<file path="src/rtl/decryption_cfg_arbiter_if.sv">
// Bundle of the two requester ports and the register-bank port of the decryption config arbiter.
// The slave modport is the arbiter's view; the master modport is the requesters' and bank's view.
interface decryption_cfg_arbiter_if #(
  parameter int addr_width = 8,
  parameter int reg_width  = 16
);
  logic                  req0_valid;
  logic                  req0_write;
  logic [addr_width-1:0] req0_addr;
  logic [reg_width-1:0]  req0_wdata;
  logic                  req0_ready;
  logic                  resp0_valid;
  logic [reg_width-1:0]  resp0_rdata;
  logic                  resp0_error;

  logic                  req1_valid;
  logic                  req1_write;
  logic [addr_width-1:0] req1_addr;
  logic [reg_width-1:0]  req1_wdata;
  logic                  req1_ready;
  logic                  resp1_valid;
  logic [reg_width-1:0]  resp1_rdata;
  logic                  resp1_error;

  logic [addr_width-1:0] rf_addr;
  logic                  rf_read;
  logic                  rf_write;
  logic [reg_width-1:0]  rf_wdata;
  logic [reg_width-1:0]  rf_rdata;
  logic                  rf_done;
  logic                  rf_error;

  logic                  busy;

  modport slave (
    input  req0_valid, req0_write, req0_addr, req0_wdata,
    input  req1_valid, req1_write, req1_addr, req1_wdata,
    output req0_ready, resp0_valid, resp0_rdata, resp0_error,
    output req1_ready, resp1_valid, resp1_rdata, resp1_error,
    output rf_addr, rf_read, rf_write, rf_wdata,
    input  rf_rdata, rf_done, rf_error,
    output busy
  );

  modport master (
    output req0_valid, req0_write, req0_addr, req0_wdata,
    output req1_valid, req1_write, req1_addr, req1_wdata,
    input  req0_ready, resp0_valid, resp0_rdata, resp0_error,
    input  req1_ready, resp1_valid, resp1_rdata, resp1_error,
    input  rf_addr, rf_read, rf_write, rf_wdata,
    output rf_rdata, rf_done, rf_error,
    input  busy
  );
endinterface

</file>
<file path="src/rtl/decryption_cfg_arbiter.sv">
// Two-port arbiter for the decryption register bank: one transaction at a time,
// issue pulse, wait for done (or timeout), then a one-cycle response to the granted port.
module decryption_cfg_arbiter #(
  parameter int addr_width = 8,
  parameter int reg_width  = 16,
  parameter int FIXED_PRIO = 0,
  parameter int TIMEOUT    = 8
) (
  input logic                    clk,
  input logic                    rst,
  decryption_cfg_arbiter_if.slave bus
);

  typedef enum logic [1:0] {IDLE, ISSUE, WAIT, RESP} state_t;

  localparam int CNT_W = $clog2(TIMEOUT + 1);

  state_t                state, state_next;
  logic [CNT_W-1:0]      cnt, cnt_next;
  logic                  last_grant;
  logic                  grant_port;
  logic                  hs0, hs1, handshake;
  logic                  cur_port, cur_write;
  logic [addr_width-1:0] cur_addr;
  logic [reg_width-1:0]  cur_wdata;
  logic [reg_width-1:0]  resp_rdata, resp_rdata_next;
  logic                  resp_error, resp_error_next;

  // Round-robin favours the port that did not win last; last_grant resets to 1 so port 0 wins the first tie.
  always_comb begin
    grant_port = 1'b0;
    if (bus.req0_valid && bus.req1_valid)
      grant_port = (FIXED_PRIO != 0) ? 1'b0 : ~last_grant;
    else if (bus.req1_valid)
      grant_port = 1'b1;
  end

  assign hs0       = (state == IDLE) && bus.req0_valid && !grant_port;
  assign hs1       = (state == IDLE) && bus.req1_valid &&  grant_port;
  assign handshake = hs0 || hs1;

  // NOTE: state registers use non-blocking assignments so every flop samples pre-edge values.
  always_ff @(posedge clk or posedge rst) begin
    if (rst) begin
      state      <= IDLE;
      cnt        <= '0;
      last_grant <= 1'b1;
      cur_port   <= 1'b0;
      cur_write  <= 1'b0;
      cur_addr   <= '0;
      cur_wdata  <= '0;
      resp_rdata <= '0;
      resp_error <= 1'b0;
    end else begin
      state      <= state_next;
      cnt        <= cnt_next;
      resp_rdata <= resp_rdata_next;
      resp_error <= resp_error_next;
      if (handshake) begin
        last_grant <= grant_port;
        cur_port   <= grant_port;
        cur_write  <= grant_port ? bus.req1_write : bus.req0_write;
        cur_addr   <= grant_port ? bus.req1_addr  : bus.req0_addr;
        cur_wdata  <= grant_port ? bus.req1_wdata : bus.req0_wdata;
      end
    end
  end

  // NOTE: every signal written here gets a default first so no latch is inferred.
  always_comb begin
    state_next      = state;
    cnt_next        = cnt;
    resp_rdata_next = resp_rdata;
    resp_error_next = resp_error;
    case (state)
      IDLE: begin
        if (handshake) state_next = ISSUE;
      end
      ISSUE: begin
        cnt_next   = '0;
        state_next = WAIT;
      end
      WAIT: begin
        cnt_next = cnt + 1'b1;
        if (bus.rf_done) begin
          resp_error_next = bus.rf_error;
          resp_rdata_next = (!cur_write && !bus.rf_error) ? bus.rf_rdata : '0;
          state_next      = RESP;
        end else if (cnt == CNT_W'(TIMEOUT - 1)) begin
          // The TIMEOUT-th WAIT cycle without done aborts the transaction.
          resp_error_next = 1'b1;
          resp_rdata_next = '0;
          state_next      = RESP;
        end
      end
      RESP: begin
        cnt_next   = '0;
        state_next = IDLE;
      end
      default: state_next = IDLE;
    endcase
  end

  assign bus.req0_ready  = hs0;
  assign bus.req1_ready  = hs1;

  assign bus.rf_read     = (state == ISSUE) && !cur_write;
  assign bus.rf_write    = (state == ISSUE) &&  cur_write;
  assign bus.rf_addr     = cur_addr;
  assign bus.rf_wdata    = cur_wdata;

  assign bus.resp0_valid = (state == RESP) && !cur_port;
  assign bus.resp1_valid = (state == RESP) &&  cur_port;
  assign bus.resp0_rdata = bus.resp0_valid ? resp_rdata : '0;
  assign bus.resp1_rdata = bus.resp1_valid ? resp_rdata : '0;
  assign bus.resp0_error = bus.resp0_valid && resp_error;
  assign bus.resp1_error = bus.resp1_valid && resp_error;

  assign bus.busy        = (state != IDLE);

endmodule

</file>
<file path="src/flat_wrapper.sv">
// flat-port wrapper written by rule: the top's interface ports become plain ports
module decryption_cfg_arbiter_flat 
#(
  parameter int addr_width = 8,
  parameter int reg_width  = 16,
  parameter int FIXED_PRIO = 0,
  parameter int TIMEOUT    = 8
)
  (clk, rst, bus_req0_valid, bus_req0_write, bus_req0_addr, bus_req0_wdata, bus_req1_valid, bus_req1_write, bus_req1_addr, bus_req1_wdata, bus_req0_ready, bus_resp0_valid, bus_resp0_rdata, bus_resp0_error, bus_req1_ready, bus_resp1_valid, bus_resp1_rdata, bus_resp1_error, bus_rf_addr, bus_rf_read, bus_rf_write, bus_rf_wdata, bus_rf_rdata, bus_rf_done, bus_rf_error, bus_busy);
  decryption_cfg_arbiter_if #(.addr_width(addr_width), .reg_width(reg_width)) bus_i ();
  input logic clk;
  input logic rst;
  input wire logic [$bits(bus_i.req0_valid)-1:0] bus_req0_valid;
  input wire logic [$bits(bus_i.req0_write)-1:0] bus_req0_write;
  input wire logic [$bits(bus_i.req0_addr)-1:0] bus_req0_addr;
  input wire logic [$bits(bus_i.req0_wdata)-1:0] bus_req0_wdata;
  input wire logic [$bits(bus_i.req1_valid)-1:0] bus_req1_valid;
  input wire logic [$bits(bus_i.req1_write)-1:0] bus_req1_write;
  input wire logic [$bits(bus_i.req1_addr)-1:0] bus_req1_addr;
  input wire logic [$bits(bus_i.req1_wdata)-1:0] bus_req1_wdata;
  output wire logic [$bits(bus_i.req0_ready)-1:0] bus_req0_ready;
  output wire logic [$bits(bus_i.resp0_valid)-1:0] bus_resp0_valid;
  output wire logic [$bits(bus_i.resp0_rdata)-1:0] bus_resp0_rdata;
  output wire logic [$bits(bus_i.resp0_error)-1:0] bus_resp0_error;
  output wire logic [$bits(bus_i.req1_ready)-1:0] bus_req1_ready;
  output wire logic [$bits(bus_i.resp1_valid)-1:0] bus_resp1_valid;
  output wire logic [$bits(bus_i.resp1_rdata)-1:0] bus_resp1_rdata;
  output wire logic [$bits(bus_i.resp1_error)-1:0] bus_resp1_error;
  output wire logic [$bits(bus_i.rf_addr)-1:0] bus_rf_addr;
  output wire logic [$bits(bus_i.rf_read)-1:0] bus_rf_read;
  output wire logic [$bits(bus_i.rf_write)-1:0] bus_rf_write;
  output wire logic [$bits(bus_i.rf_wdata)-1:0] bus_rf_wdata;
  input wire logic [$bits(bus_i.rf_rdata)-1:0] bus_rf_rdata;
  input wire logic [$bits(bus_i.rf_done)-1:0] bus_rf_done;
  input wire logic [$bits(bus_i.rf_error)-1:0] bus_rf_error;
  output wire logic [$bits(bus_i.busy)-1:0] bus_busy;
  assign bus_i.req0_valid = bus_req0_valid;
  assign bus_i.req0_write = bus_req0_write;
  assign bus_i.req0_addr = bus_req0_addr;
  assign bus_i.req0_wdata = bus_req0_wdata;
  assign bus_i.req1_valid = bus_req1_valid;
  assign bus_i.req1_write = bus_req1_write;
  assign bus_i.req1_addr = bus_req1_addr;
  assign bus_i.req1_wdata = bus_req1_wdata;
  assign bus_req0_ready = bus_i.req0_ready;
  assign bus_resp0_valid = bus_i.resp0_valid;
  assign bus_resp0_rdata = bus_i.resp0_rdata;
  assign bus_resp0_error = bus_i.resp0_error;
  assign bus_req1_ready = bus_i.req1_ready;
  assign bus_resp1_valid = bus_i.resp1_valid;
  assign bus_resp1_rdata = bus_i.resp1_rdata;
  assign bus_resp1_error = bus_i.resp1_error;
  assign bus_rf_addr = bus_i.rf_addr;
  assign bus_rf_read = bus_i.rf_read;
  assign bus_rf_write = bus_i.rf_write;
  assign bus_rf_wdata = bus_i.rf_wdata;
  assign bus_i.rf_rdata = bus_rf_rdata;
  assign bus_i.rf_done = bus_rf_done;
  assign bus_i.rf_error = bus_rf_error;
  assign bus_busy = bus_i.busy;
  decryption_cfg_arbiter #(.addr_width(addr_width), .reg_width(reg_width), .FIXED_PRIO(FIXED_PRIO), .TIMEOUT(TIMEOUT)) u_core (.clk(clk), .rst(rst), .bus(bus_i));
endmodule
</file>
<file path="config.mk">
export PLATFORM = sky130hd
export DESIGN_NAME = decryption_cfg_arbiter_flat
export DESIGN_NICKNAME = d
export VERILOG_FILES = /design/src/rtl/decryption_cfg_arbiter_if.sv /design/src/rtl/decryption_cfg_arbiter.sv /design/src/flat_wrapper.sv
export SDC_FILE = /design/constraint.sdc
export NUM_CORES = 1
export LEC_CHECK = 0
export ABC_AREA = 1
export CAP_MARGIN = 5
export CORE_ASPECT_RATIO = 0.5
export CORE_MARGIN = 2
export CORE_UTILIZATION = 37
export CTS_CLUSTER_DIAMETER = 50
export DETAILED_ROUTE_END_ITERATION = 6
export GPL_TIMING_DRIVEN = 0
export PLACE_DENSITY = 0.77
export SYNTH_ARGS = -nofsm -noshare
export SYNTH_HDL_FRONTEND = slang
export SYNTH_SLANG_ARGS = --single-unit
</file>
<file path="constraint.sdc">
create_clock -name clk -period 1.35 [get_ports clk]
set_input_delay 0.2025 -clock clk [delete_from_list [all_inputs] [get_ports clk]]
set_output_delay 0.2025 -clock clk [all_outputs]
set_load 0.05 [all_outputs]
</file>
; Yosys cells after proc, flatten, opt, wreduce, memory -nomap -nowiden
; Index checks and enable logic that the tools add are counted.
[totals]
register_bits = 50
memories = 0
elab_cells = 58
output_inout_bits = 65
ram_bits = 0
latchBits = 0
rom_bits = 0
in_bits = 72
[op_classes]
mux = 17
magnitude_cmp = 0
reduce_logical = 24
eq_ne = 6
mul = 0
bitwise_logic = 1
addsub = 1
div = 0
shift = 0
[ops]
columns = operator, n
row1 = $mux 16, 6
row2 = $logic_and 1x1->1, 12
row3 = $mux 8, 1
row4 = $pmux 2 s4, 1
row5 = $pmux 4 s2, 1
row6 = $mux 2, 3
row7 = $reduce_bool 2->1, 3
row8 = $mux 1, 5
row9 = $add 4x1->4 const B, 1
row10 = $eq 2x2->1 const B, 2
row11 = $eq 4x3->1 const B, 1
row12 = $logic_not 1->1, 4
row13 = $reduce_and 2->1, 2
row14 = $ne 3x2->1 const B, 1
row15 = $eq 2x1->1 const B, 1
row16 = $logic_not 2->1, 1
row17 = $ne 2x1->1 const B, 1
row18 = $reduce_or 2->1, 1
row19 = $logic_or 1x1->1, 1
row20 = $not 1->1, 1

; Depth between registers and ports, before layout
[depth]
ltp_word = 7
mapped_depth = 8
mapped_depth_nobuf = 8

; Least setup slack after synthesis
; Ideal clock, no wire load.
[synth_timing]
path_type = register to output
startpoint = register u_core.state[0]
endpoint = output port bus_resp0_rdata[10]
n_path_buf = 1
t_arrival_ns = 2.361
path_slack_ns = -1.213
stages_incl_launch_ff = 7
required_time_ns = 1.148
cell_sequence = dfrtp_1 -> ha_1 -> inv_1 -> nor2_1 -> inv_2 -> clkbuf_1 -> nor2_1
[synth_between]
elab_chain_cells = 3
[synth_lines]
columns = element, line_no
row1 = "start, declared", decryption_cfg_arbiter.sv:18  ; state_t state, state_next;
row2 = "start signal, assigned", decryption_cfg_arbiter.sv:55  ; state <= state_next;
row3 = $eq 2x2->1, decryption_cfg_arbiter.sv:112  ; assign bus.resp0_valid = (state == RESP) && !cur_port;
row4 = $logic_and 1x1->1, decryption_cfg_arbiter.sv:112
row5 = named net bus_resp0_valid, flat_wrapper.sv:22  ; output wire logic [$bits(bus_i.resp0_valid)-1:0] bus_resp0_valid;
row6 = $mux 16, decryption_cfg_arbiter.sv:114  ; assign bus.resp0_rdata = bus.resp0_valid ? resp_rdata : '0;
row7 = "end, declared", flat_wrapper.sv:23  ; output wire logic [$bits(bus_i.resp0_rdata)-1:0] bus_resp0_rdata;
; The timed path passes the listed nets, and every way through them passes these cells.

; Final worst setup path
[layout_timing]
startpoint = register u_core.state[0]
endpoint = output port bus_resp0_rdata[5]
[layout_between]
elab_chain_cells = 3
[layout_lines]
columns = element, line_no
row1 = $eq 2x2->1, decryption_cfg_arbiter.sv:112
row2 = $logic_and 1x1->1, decryption_cfg_arbiter.sv:112
row3 = $mux 16, decryption_cfg_arbiter.sv:114
; No other way between the ends.

==> impl_metrics.env <==
export IMPL_fin_crit_sh_pct=136
export IMPL_number_of_antenna_violations_at_the_first_check_in_global_routing=0
export IMPL_floorplan_rows=22
export IMPL_synth_enable_flop_cells=0
export IMPL_setup_viol_count_final=91
export IMPL_most_used_standard_cells_in_the_synthesized_netlist="sky130_fd_sc_hd__nand2_1, sky130_fd_sc_hd__inv_1, sky130_fd_sc_hd__dfrtp_1"
export IMPL_maximum_ir_drop_on_the_vdd_rail_uv=1300
export IMPL_overall_routing_resource_usage_pct=23.1
export IMPL_dieArea_um2=8320
export IMPL_synth_avg_cell_area_um2=7.20
export IMPL_worst_ep_arrival_time_ns=1.63
export IMPL_dpl_instance_area_um2=4540
export IMPL_number_of_sinks_on_the_clock_net=50
export IMPL_pwr_density_cell_nw_per_um2=2210
export IMPL_h_tree_depth=2
export IMPL_synth_warnings=0
export IMPL_timing_final_ws_setup_ns=-0.480
export IMPL_final_non_filler_cell_area_um2=5660
export IMPL_core_area_um2=7320
export IMPL_buffer_ports_inserted=135
export IMPL_layout_area_overhead_vs_synth_pct=102
export IMPL_worst_path_max_fanout=9
export IMPL_grt_start_max_net_pins=51
export IMPL_synth_cells=389
export IMPL_tritoncts="done"
export IMPL_antenna_diode_count=0
export IMPL_grt_first_pass_wirelength_um=15200
export IMPL_worst_slew_pin_transition_ns=1.20
export IMPL_hpwlAfterDp_um=5940
export IMPL_r2r_cells=9
export IMPL_required_ns=1.15
export IMPL_timing_hold_worst_start="bus_req1_valid"
export IMPL_drt_antenna_violating_nets=0
export IMPL_globalplace_congestion=0.821
export IMPL_min_delay_path_class="input port to flip-flop"
export IMPL_max_clock_path_buffers=2
export IMPL_dp_slack_ns=-1.08
export IMPL_min_path_cells=4
export IMPL_rsz0062_at_grt="true"
export IMPL_timing_final_max_slew_violations=0
export IMPL_whs_endpoint="u_core.bus.rf_wdata[3]"
export IMPL_fin_crit_ns=1.83
export IMPL_synth_async_sr_flop_share_pct=100
export IMPL_worst_clock_skew_ns=0.00403
export IMPL_maxSlewHeadroom_pct=19.5
export IMPL_regToRegEndpoint="u_core.bus.rf_addr[2]"
export IMPL_number_of_non_filler_instances_in_the_completed_layout=668
export IMPL_cts_hold_buffers_added=0
export IMPL_fp_dieW_um=127
export IMPL_detailedRoute_firstPassIterationCount=5
export IMPL_cts_root_buf="sky130_fd_sc_hd__clkbuf_16"
export IMPL_num_nets_final=650
export IMPL_synth_main_ff_cell="sky130_fd_sc_hd__dfrtp_1"
export IMPL_violations_in_the_final_reports="setup timing"
export IMPL_pin_count=137
export IMPL_final_layout_size_suffix_gt1_share_pct=43.9
export IMPL_via_count_of_the_first_global_routing_pass=3003
export IMPL_avgViaCountPerCell=5.00
export IMPL_drt_drc_violations_left=0
export IMPL_timing_fmax_mhz=546
export IMPL_crit_reg2reg_launch="u_core.state[0]"
export IMPL_die_y_um=65.5
export IMPL_cellLeakagePower_nw=2.65
export IMPL_synth_top_cell_by_area="sky130_fd_sc_hd__dfrtp_1"
export IMPL_syn_area_um2=2800
export IMPL_final_hold_viol_count=0
export IMPL_ys_seq_area_share_pct=44.7
export IMPL_cts_inserted_buffers=5
export IMPL_routedWlPerCell_um=17.8
export IMPL_yosys_cell_count_top_type="sky130_fd_sc_hd__nand2_1"
export IMPL_yosys_cell_types_count=22
export IMPL_critPathCaptureType="output pin"
export IMPL_gr_total_overflow=0
export IMPL_max_cap_viol_count=0
export IMPL_vias=3341
export IMPL_clk_latency_ns=0.29
export IMPL_routed_wirelength_um=11900
export IMPL_yosys_area_top_type_share_pct=43.8
export IMPL_floorplan_initialDensity_pct=38.2
export IMPL_setup_worst_path_start_class="flip-flop"
export IMPL_mappedNetlistNets=467
export IMPL_synth_ff_latch_count=50
export IMPL_clkTransAtPathRegs_ns=0.07
export IMPL_timing_worst_setup_path_type="flip-flop to output pin"
export IMPL_run_status="finished with violations"
export IMPL_placed_cells=620
export IMPL_synth_area_leaders="sky130_fd_sc_hd__dfrtp_1, sky130_fd_sc_hd__nand2_1, sky130_fd_sc_hd__nand3_1, sky130_fd_sc_hd__inv_1, sky130_fd_sc_hd__nand3b_1"
export IMPL_initialDrtViolationCount=236
export IMPL_r2r_setup_slack_ns=-0.29
-- worst max-delay path, cell delays in order (launching register included) --
cell	delay [ns]
sky130_fd_sc_hd__dfrtp_2	0.44
sky130_fd_sc_hd__ha_4	0.19
sky130_fd_sc_hd__inv_4	0.04
sky130_fd_sc_hd__nor2_4	0.13
sky130_fd_sc_hd__inv_6	0.09
sky130_fd_sc_hd__clkbuf_16	0.18
sky130_fd_sc_hd__nor2_4	0.09
sky130_fd_sc_hd__buf_6	0.16
-- layout make-up --
class / count / area [um^2]
repair buffers: 176 / 1800
well taps: 96 / 120
fillers: 463 / 1660
plain buffers: 15 / 158
inverters: 61 / 267
clock inverters: 1 / 30.0
flip-flops and latches: 50 / 1250
clock buffers: 6 / 139
repair inverters: 1 / 5.00
multi-input cells: 262 / 1890
-- metrics by stage --
| step | power, W | TNS, ns | util [%] | hold slack (ns) |
|---|---|---|---|---|
| final | 0.0125 | -26.77 | 77.3 | 0.316 |
| after global routing | 0.0131 | -32.26 | 77.3 | 0.328 |
| after floorplan | 0.00687 | -11.81 | - | 0.244 |
| after detailed placement | 0.00872 | -50.27 | 62.0 | 0.459 |
| after global placement | 0.00864 | -50.08 | 62.0 | 0.456 |
| after CTS | 0.0112 | -20.39 | 71.2 | 0.309 |
-- cell families (layout without fill, tap and decap cells) --
kind of cell	count (synthesis)	in the layout	share of synthesized area (%)
fa+ha+maj	6	6	2.68
flops	50	50	44.7
compound gates	2	2	0.760
buf+inv	77	260	11.6
simple gates	254	254	40.3
-- placed cells by master, fill, tap and decap left out, types with 10 or more instances in the layout --
cell type / instances
sky130_fd_sc_hd__buf_6: 55
sky130_fd_sc_hd__nand3b_1: 26
sky130_fd_sc_hd__nand3_2: 40
sky130_fd_sc_hd__dfrtp_1: 47
sky130_fd_sc_hd__inv_1: 50
sky130_fd_sc_hd__nor2_4: 32
sky130_fd_sc_hd__nand2_2: 10
sky130_fd_sc_hd__buf_4: 19
sky130_fd_sc_hd__nand2_1: 117
sky130_fd_sc_hd__buf_8: 10
sky130_fd_sc_hd__clkbuf_2: 19
sky130_fd_sc_hd__clkdlybuf4s50_1: 70
-- state kept, by name (all words and copies together) (netlist names) --
register             count
u_core.state             2
u_core.resp_rdata       16
u_core.cur_port          1
u_core.cur_write         1
u_core.cnt               4
u_core.last_grant        1
u_core.bus.rf_wdata     16
u_core.resp_error        1
u_core.bus.rf_addr       8
-- how the worst max path moves through the flow --
stage | from | slack (ns) | cells after the start | end
6_report | u_core.state[0] | -0.48 | 7 | bus_resp0_rdata[5]
5_1_grt | u_core.state[0] | -0.53 | 7 | bus_resp0_rdata[5]
4_1_cts | u_core.state[1] | -0.44 | 7 | bus_resp0_rdata[10]
3_5_place_dp | bus_req0_valid | -1.08 | 6 | bus_req0_ready
3_3_place_gp | bus_req0_valid | -1.10 | 6 | bus_req0_ready
2_1_floorplan | u_core.state[1] | -0.40 | 6 | bus_resp0_rdata[10]
-- where the power goes --
group	switching [W]	internal [W]
Combinational	0.00522	0.00305
Clock	0.000558	0.000916
Sequential	0.000569	0.00222
Total	0.00635	0.00618
-- layer usage --
layer  track usage (%)  up-vias  wire [um]
li1                  -     1551          -
met1              30.2     1627       4890
met2              41.1      133       6100
met3              3.09       30        541
met4              5.91        0        365
met5                 0        -          0
-- timing repair --
| action | 4_1_cts | 5_1_grt |
|---|---|---|
| setup buffers | 19 | 18 |
| pin swaps | 23 | 32 |
| setup endpoints to repair | 108 | 109 |
| gates cloned | 4 | 3 |
| gates resized for setup | 401 | 120 |
| hold endpoints to repair | 0 | 0 |
No activity file was read; power rests on OpenSTA's default activity.
